==> src/rtl/adc_cal_sequencer.sv <==
// ADC reset/calibration sequencer for the two LiTE-DTU ADCs (bit0 g01, bit1 g10).
// Holds the DTU flushed while the sequence runs and flags calibration-busy timeouts.
module adc_cal_sequencer #(
  parameter int RST_PULSE_LEN = 8,
  parameter int CAL_PULSE_LEN = 4,
  parameter int BUSY_WAIT     = 16,
  parameter int CAL_TIMEOUT   = 4096,
  parameter int CNT_W         = 16
) (
  input  logic       clock,
  input  logic       rst,
  input  logic       cal_req,
  input  logic       abort,
  input  logic [1:0] adc_sel,
  input  logic       skip_adc_rst,
  input  logic [1:0] adc_cal_busy,
  output logic [1:0] adc_rst_b,
  output logic [1:0] adc_cal,
  output logic       dtu_flush_b,
  output logic       busy,
  output logic       cal_done,
  output logic [1:0] cal_error,
  output logic [2:0] state
);

  // state        | meaning
  // IDLE         | waiting for cal_req with a non-empty adc_sel
  // ADC_RST      | selected ADC resets held low
  // RST_WAIT     | resets released, settling
  // CAL_PULSE    | calibration start held high on selected ADCs
  // WAIT_BUSY_HI | waiting for a selected ADC to report busy
  // WAIT_BUSY_LO | waiting for all selected ADCs to drop busy
  // DONE         | one-cycle completion pulse
  typedef enum logic [2:0] {
    S_IDLE         = 3'd0,
    S_ADC_RST      = 3'd1,
    S_RST_WAIT     = 3'd2,
    S_CAL_PULSE    = 3'd3,
    S_WAIT_BUSY_HI = 3'd4,
    S_WAIT_BUSY_LO = 3'd5,
    S_DONE         = 3'd6
  } state_t;

  localparam logic [CNT_W-1:0] RST_LOAD  = CNT_W'(RST_PULSE_LEN - 1);
  localparam logic [CNT_W-1:0] CAL_LOAD  = CNT_W'(CAL_PULSE_LEN - 1);
  localparam logic [CNT_W-1:0] BUSY_LOAD = CNT_W'(BUSY_WAIT - 1);
  localparam logic [CNT_W-1:0] TO_LOAD   = CNT_W'(CAL_TIMEOUT - 1);

  state_t           state_q, state_d;
  logic [CNT_W-1:0] cnt_q, cnt_d;
  logic [1:0]       sel_q, sel_d;
  logic [1:0]       err_d;
  logic             busy_hit;
  logic             cnt_zero;

  logic [1:0] adc_rst_b_d, adc_cal_d;
  logic       dtu_flush_b_d, busy_d, cal_done_d;

  assign state    = state_q;
  assign busy_hit = |(adc_cal_busy & sel_q);
  assign cnt_zero = (cnt_q == '0);

  // Outputs are computed from the next state so the registered copies line up
  // with the state register.
  always_ff @(posedge clock or posedge rst) begin
    if (rst) begin
      state_q     <= S_IDLE;
      cnt_q       <= '0;
      sel_q       <= 2'b00;
      cal_error   <= 2'b00;
      adc_rst_b   <= 2'b11;
      adc_cal     <= 2'b00;
      dtu_flush_b <= 1'b1;
      busy        <= 1'b0;
      cal_done    <= 1'b0;
    end else begin
      state_q     <= state_d;
      cnt_q       <= cnt_d;
      sel_q       <= sel_d;
      cal_error   <= err_d;
      adc_rst_b   <= adc_rst_b_d;
      adc_cal     <= adc_cal_d;
      dtu_flush_b <= dtu_flush_b_d;
      busy        <= busy_d;
      cal_done    <= cal_done_d;
    end
  end

  always_comb begin
    state_d = state_q;
    sel_d   = sel_q;
    err_d   = cal_error;
    cnt_d   = cnt_zero ? cnt_q : cnt_q - 1'b1;
    case (state_q)
      S_IDLE: begin
        if (cal_req && (adc_sel != 2'b00)) begin
          sel_d = adc_sel;
          err_d = 2'b00;
          if (skip_adc_rst) begin
            state_d = S_CAL_PULSE;
            cnt_d   = CAL_LOAD;
          end else begin
            state_d = S_ADC_RST;
            cnt_d   = RST_LOAD;
          end
        end
      end
      S_ADC_RST: begin
        if (cnt_zero) begin
          state_d = S_RST_WAIT;
          cnt_d   = RST_LOAD;
        end
      end
      S_RST_WAIT: begin
        if (cnt_zero) begin
          state_d = S_CAL_PULSE;
          cnt_d   = CAL_LOAD;
        end
      end
      S_CAL_PULSE: begin
        if (cnt_zero) begin
          state_d = S_WAIT_BUSY_HI;
          cnt_d   = BUSY_LOAD;
        end
      end
      S_WAIT_BUSY_HI: begin
        // A busy seen on the last counted cycle still counts as a response.
        if (busy_hit) begin
          state_d = S_WAIT_BUSY_LO;
          cnt_d   = TO_LOAD;
        end else if (cnt_zero) begin
          state_d  = S_DONE;
          err_d[0] = 1'b1;
        end
      end
      S_WAIT_BUSY_LO: begin
        if (!busy_hit) begin
          state_d = S_DONE;
          cnt_d   = '0;
        end else if (cnt_zero) begin
          state_d  = S_DONE;
          err_d[1] = 1'b1;
        end
      end
      S_DONE: begin
        state_d = S_IDLE;
        cnt_d   = '0;
      end
      default: begin
        state_d = S_IDLE;
        cnt_d   = '0;
      end
    endcase
    if (abort && (state_q != S_IDLE)) begin
      state_d = S_IDLE;
      cnt_d   = '0;
      sel_d   = 2'b00;
      err_d   = cal_error;
    end
  end

  always_comb begin
    adc_rst_b_d   = (state_d == S_ADC_RST) ? ~sel_d : 2'b11;
    adc_cal_d     = (state_d == S_CAL_PULSE) ? sel_d : 2'b00;
    dtu_flush_b_d = (state_d == S_IDLE);
    busy_d        = (state_d != S_IDLE);
    cal_done_d    = (state_d == S_DONE);
  end

endmodule

==> config.mk <==
export PLATFORM = sky130hd
export DESIGN_NAME = adc_cal_sequencer
export DESIGN_NICKNAME = d
export VERILOG_FILES = /design/src/rtl/adc_cal_sequencer.sv
export SDC_FILE = /design/constraint.sdc
export NUM_CORES = 1
export LEC_CHECK = 0
export CORE_MARGIN = 1.5
export CORE_UTILIZATION = 45
export CTS_BUF_LIST = sky130_fd_sc_hd__clkbuf_16
export DETAILED_ROUTE_END_ITERATION = 8
export GPL_ROUTABILITY_DRIVEN = 0
export PLACE_DENSITY = 0.72
export SETUP_SLACK_MARGIN = 0.4
export SYNTH_ARGS = -nofsm -noshare
export SYNTH_HDL_FRONTEND = slang
export SYNTH_SLANG_ARGS = --single-unit
export TNS_END_PERCENT = 50
==> constraint.sdc <==
create_clock -name clock -period 6 [get_ports clock]
set_clock_uncertainty 0.1 [all_clocks]
set_input_delay 1.2 -clock clock [delete_from_list [all_inputs] [get_ports clock]]
set_output_delay 1.2 -clock clock [all_outputs]
set_load 0.05 [all_outputs]
==> run summary <==
21 I/O pins were placed. The width of the die was 67.0 um. The number of setup buffers added after CTS is 0. The average detailed-routed wire length per instance came out at 15.6 um.

Counting every net in the synthesized netlist gives 213. The run gives 4220 um as the final wirelength. Setup TNS after final layout: 0 ns. The global-route met3 utilization was 5.07%. For the total core area, the log shows 0.00397 mm^2. The cell class contributing the biggest share of worst-path delay was buffers and inverters. Maximum level of the CTS H-tree: 2.

TritonCTS built the clock tree. The net count of the finished layout is 231. Counting I/O delays and the setup requirement, the final critical path takes 3.32 ns. Counting the buffers created by CTS gives 5. The cell count after synthesis came out at 202. The tools report the area enclosed by the die boundary as 0.00449 mm^2. met2 is the most crowded layer.

For the worst setup path, the data arrival time is 2.02 ns. Along the worst path, the maximum fanout reaches 26. STA puts the critical path data required time at 4.70 ns. The library cell used most frequently in the layout, excluding fill and tap cells, is dfrtp_1. The number of global-route vias before repair came out at 1403. The buffer cell driving the clock tree root is clkbuf_16. The worst-case hold slack is 0.457 ns, and the number of distinct library cell variants in the gate-level netlist after synthesis is 53. The share of the Yosys chip area taken by registers is 40.9%. VDD sags by at most 0.179 mV.

The flow ran to the end, and the final reports show no timing, DRC or antenna violations. Counting every sink on the clock net gives 30. Among all flip-flop cells after synthesis, the most frequent one is dfrtp_1. The worst setup path is captured at a primary output.

The DRC marker count from the first detailed-route iteration was 84. The signal on the critical path passes through clkdlybuf4s50_1. For the maximum count of clock buffers along a single path, the log shows 2. The total of hold buffers inserted after clock tree synthesis is 0, and the largest stage delay on the critical path is 0.93 ns. Setup violations remaining at the end of the flow were counted as 0.

The number of antenna violations at the first check in global routing came out at 0. The final count of hold timing violations is 0, and the total of flip-flops plus latches after synthesis is 30. Yosys mapped a number of flops with a built-in enable equal to 0. The number of max-slew violations in the final report was 0; the number of buffer cells added on primary ports was 20. Setup repair after global routing left no endpoint under its margin. The period utilization works out to 55.3%.

The initial utilization of the core area, before any placement, comes to 46.5%. The total DRC errors in the routed layout is 0, and the via count normalized by instance count is 6.05. With fillers left out, the area of the finished cells amounts to 0.00221 mm^2.

Leaving out fill and tap cells, the most frequent cells in the layout are 27 x dfrtp_1, 20 x clkdlybuf4s50_1, 19 x nor2_1, 16 x a21oi_1. From bottom edge to top edge, the die measures 67.0 um. Cells with a size suffix above 1 make up 7.24% of the layout. Derived from the worst setup path, the maximum achievable clock frequency is 0.301 GHz. The area of the mapped netlist came out at 0.00185 mm^2. The count of nets left with antenna violations once routing finished came out at 0.

The tool flagged a number of max-cap violations equal to 0. The met1 track demand over resource came out at 27.8%. The worst slew margin relative to its limit was 24.6%; the antenna diode count was 0.

The number of instances resized during post-cts repair is 0. Before antenna repair, the detailed router went through 4 iterations. The first global-routing pass estimated 6770 um of wire. During synthesis, Yosys emitted a total of 0 warnings. In this run the cell area measured after placement is 0.00207 mm^2. The number of buffers and inverters on the critical path is 1. After legalization and detailed placement, the total HPWL measured 2900 um. The largest net degree at the start of global routing came out at 31. The routed layout has 1640 vias. A synthesized cell averages 9.14 um^2.

For this run the aggregate overflow at the end of global routing stands at 0. The worst-path cell with the longest stage delay is clkdlybuf4s50_1. Clock-pin slew was measured on the worst setup and hold paths at 0.05 ns. The logs give 0.933 nW for the leakage power figure and 0.28 ns for the source-to-sink clock delay at the later pin of the worst-skew pair.

STA classifies the critical path startpoint as a flip-flop. The global-route total usage across every layer is 20.2%. For this design the ratio of total power to cell area is 505 mW/mm^2.

Total number of placement rows: 23. At the pin with the least slew margin, the transition time is 1.13 ns. The worst hold path belongs to the class reg2reg. For the power consumption, the log shows 1.11 mW. Layout overhead on the synthesized area: 19.5%. The type of the worst setup path is reg2out. After synthesis, the share of flip-flops with an asynchronous set or reset is 100%. The tools report the met2 track demand over resource as 30.4%.
logic make-up (layout without fill, tap and decap cells):
family                     count (synthesis)  after routing  share of synthesized area (%)
and+or+nand+nor                           82             82                           26.9
muxes                                      2              2                           1.08
DFF                                       30             30                           40.9
adders and majority gates                  3              3                           1.90
AOI/OAI and AO/OA                         57             57                           20.2
xor gates and xnor gates                  11             11                           5.22
buffers and inverters                     17             36                           3.80
tightest hold or removal path: cells and delay by family (launching register included):
kind,cells,cell delay (ns)
flops,1,0.36
simple gates,1,0.10
compound gates,1,0.05
Yosys cell counts, types with 3 or more instances:
| cell | number | share of area (%) |
|---|---|---|
| a21oi_1 | 16 | 4.3 |
| and2_1 | 4 | 1.4 |
| and3_1 | 5 | 1.7 |
| clkbuf_1 | 6 | 1.2 |
| dfrtp_1 | 27 | 37 |
| dfstp_2 | 3 | 4.3 |
| inv_1 | 8 | 1.6 |
| nand2_1 | 9 | 1.8 |
| nand3_1 | 6 | 1.6 |
| nand4_1 | 5 | 1.7 |
| nor2_1 | 19 | 3.9 |
| nor3_1 | 7 | 1.9 |
| nor4_1 | 5 | 1.7 |
| nor4b_1 | 5 | 2.4 |
| o21a_1 | 3 | 1.2 |
| o21ai_0 | 9 | 2.4 |
| o21ai_1 | 5 | 1.4 |
| o31ai_1 | 4 | 1.6 |
| or3_1 | 3 | 1.0 |
| xnor2_1 | 6 | 2.8 |
| xor2_1 | 5 | 2.4 |
through the flow:
stage                     setup WS, ns  util, %  std cells
after floorplan                   3.36        -        202
after global placement            2.76     52.1        263
after detailed placement          2.70     52.1        263
after CTS                         2.70     55.5        271
after global routing              2.61     55.5        271
final                             2.68     55.5        271
registers in the layout, summed over array words and instances, names as in the netlist:
register     cells
dtu_flush_b      1
cnt_q           16
adc_cal          2
sel_q            2
adc_rst_b        2
state            3
busy             1
cal_done         1
cal_error        2
per-layer routing:
layer / up-vias / wire, um
met3: 7 / 187
met4: 0 / 68
met2: 47 / 1980
met1: 794 / 1980
li1: 792 / -
met5: - / 0
worst paths after layout:
kind / start / endpoint / slack, ns / depth (start not counted)
min in group asynchronous: rst / state[1] / 1.42 / 2
worst min-delay path: cal_error[0] / cal_error[0] / 0.46 / 2
worst min register to register: cal_error[0] / cal_error[0] / 0.46 / 2
worst max-delay path: state[2] / state[2] / 2.68 / 1
worst max register to register: cnt_q[1] / cnt_q[5] / 3.04 / 7
max in group asynchronous: rst / cnt_q[8] / 3.70 / 2
where the power goes:
group / switching, mW / leakage, nW / internal [mW]
Combinational: 0.320 / 0.468 / 0.219
Sequential: 0.0835 / 0.393 / 0.260
Clock: 0.0821 / 0.0724 / 0.149
Total: 0.486 / 0.933 / 0.628
final cells by class:
cell class,instances,area (um^2)
fillers,357,1770
multi-input cells,155,1020
flip-flops and latches,30,754
repair buffers,20,200
clock buffers,5,125
well taps,50,62.6
inverters,8,30.0
clock inverters,3,12.5
(Power assumes the default switching activity.)
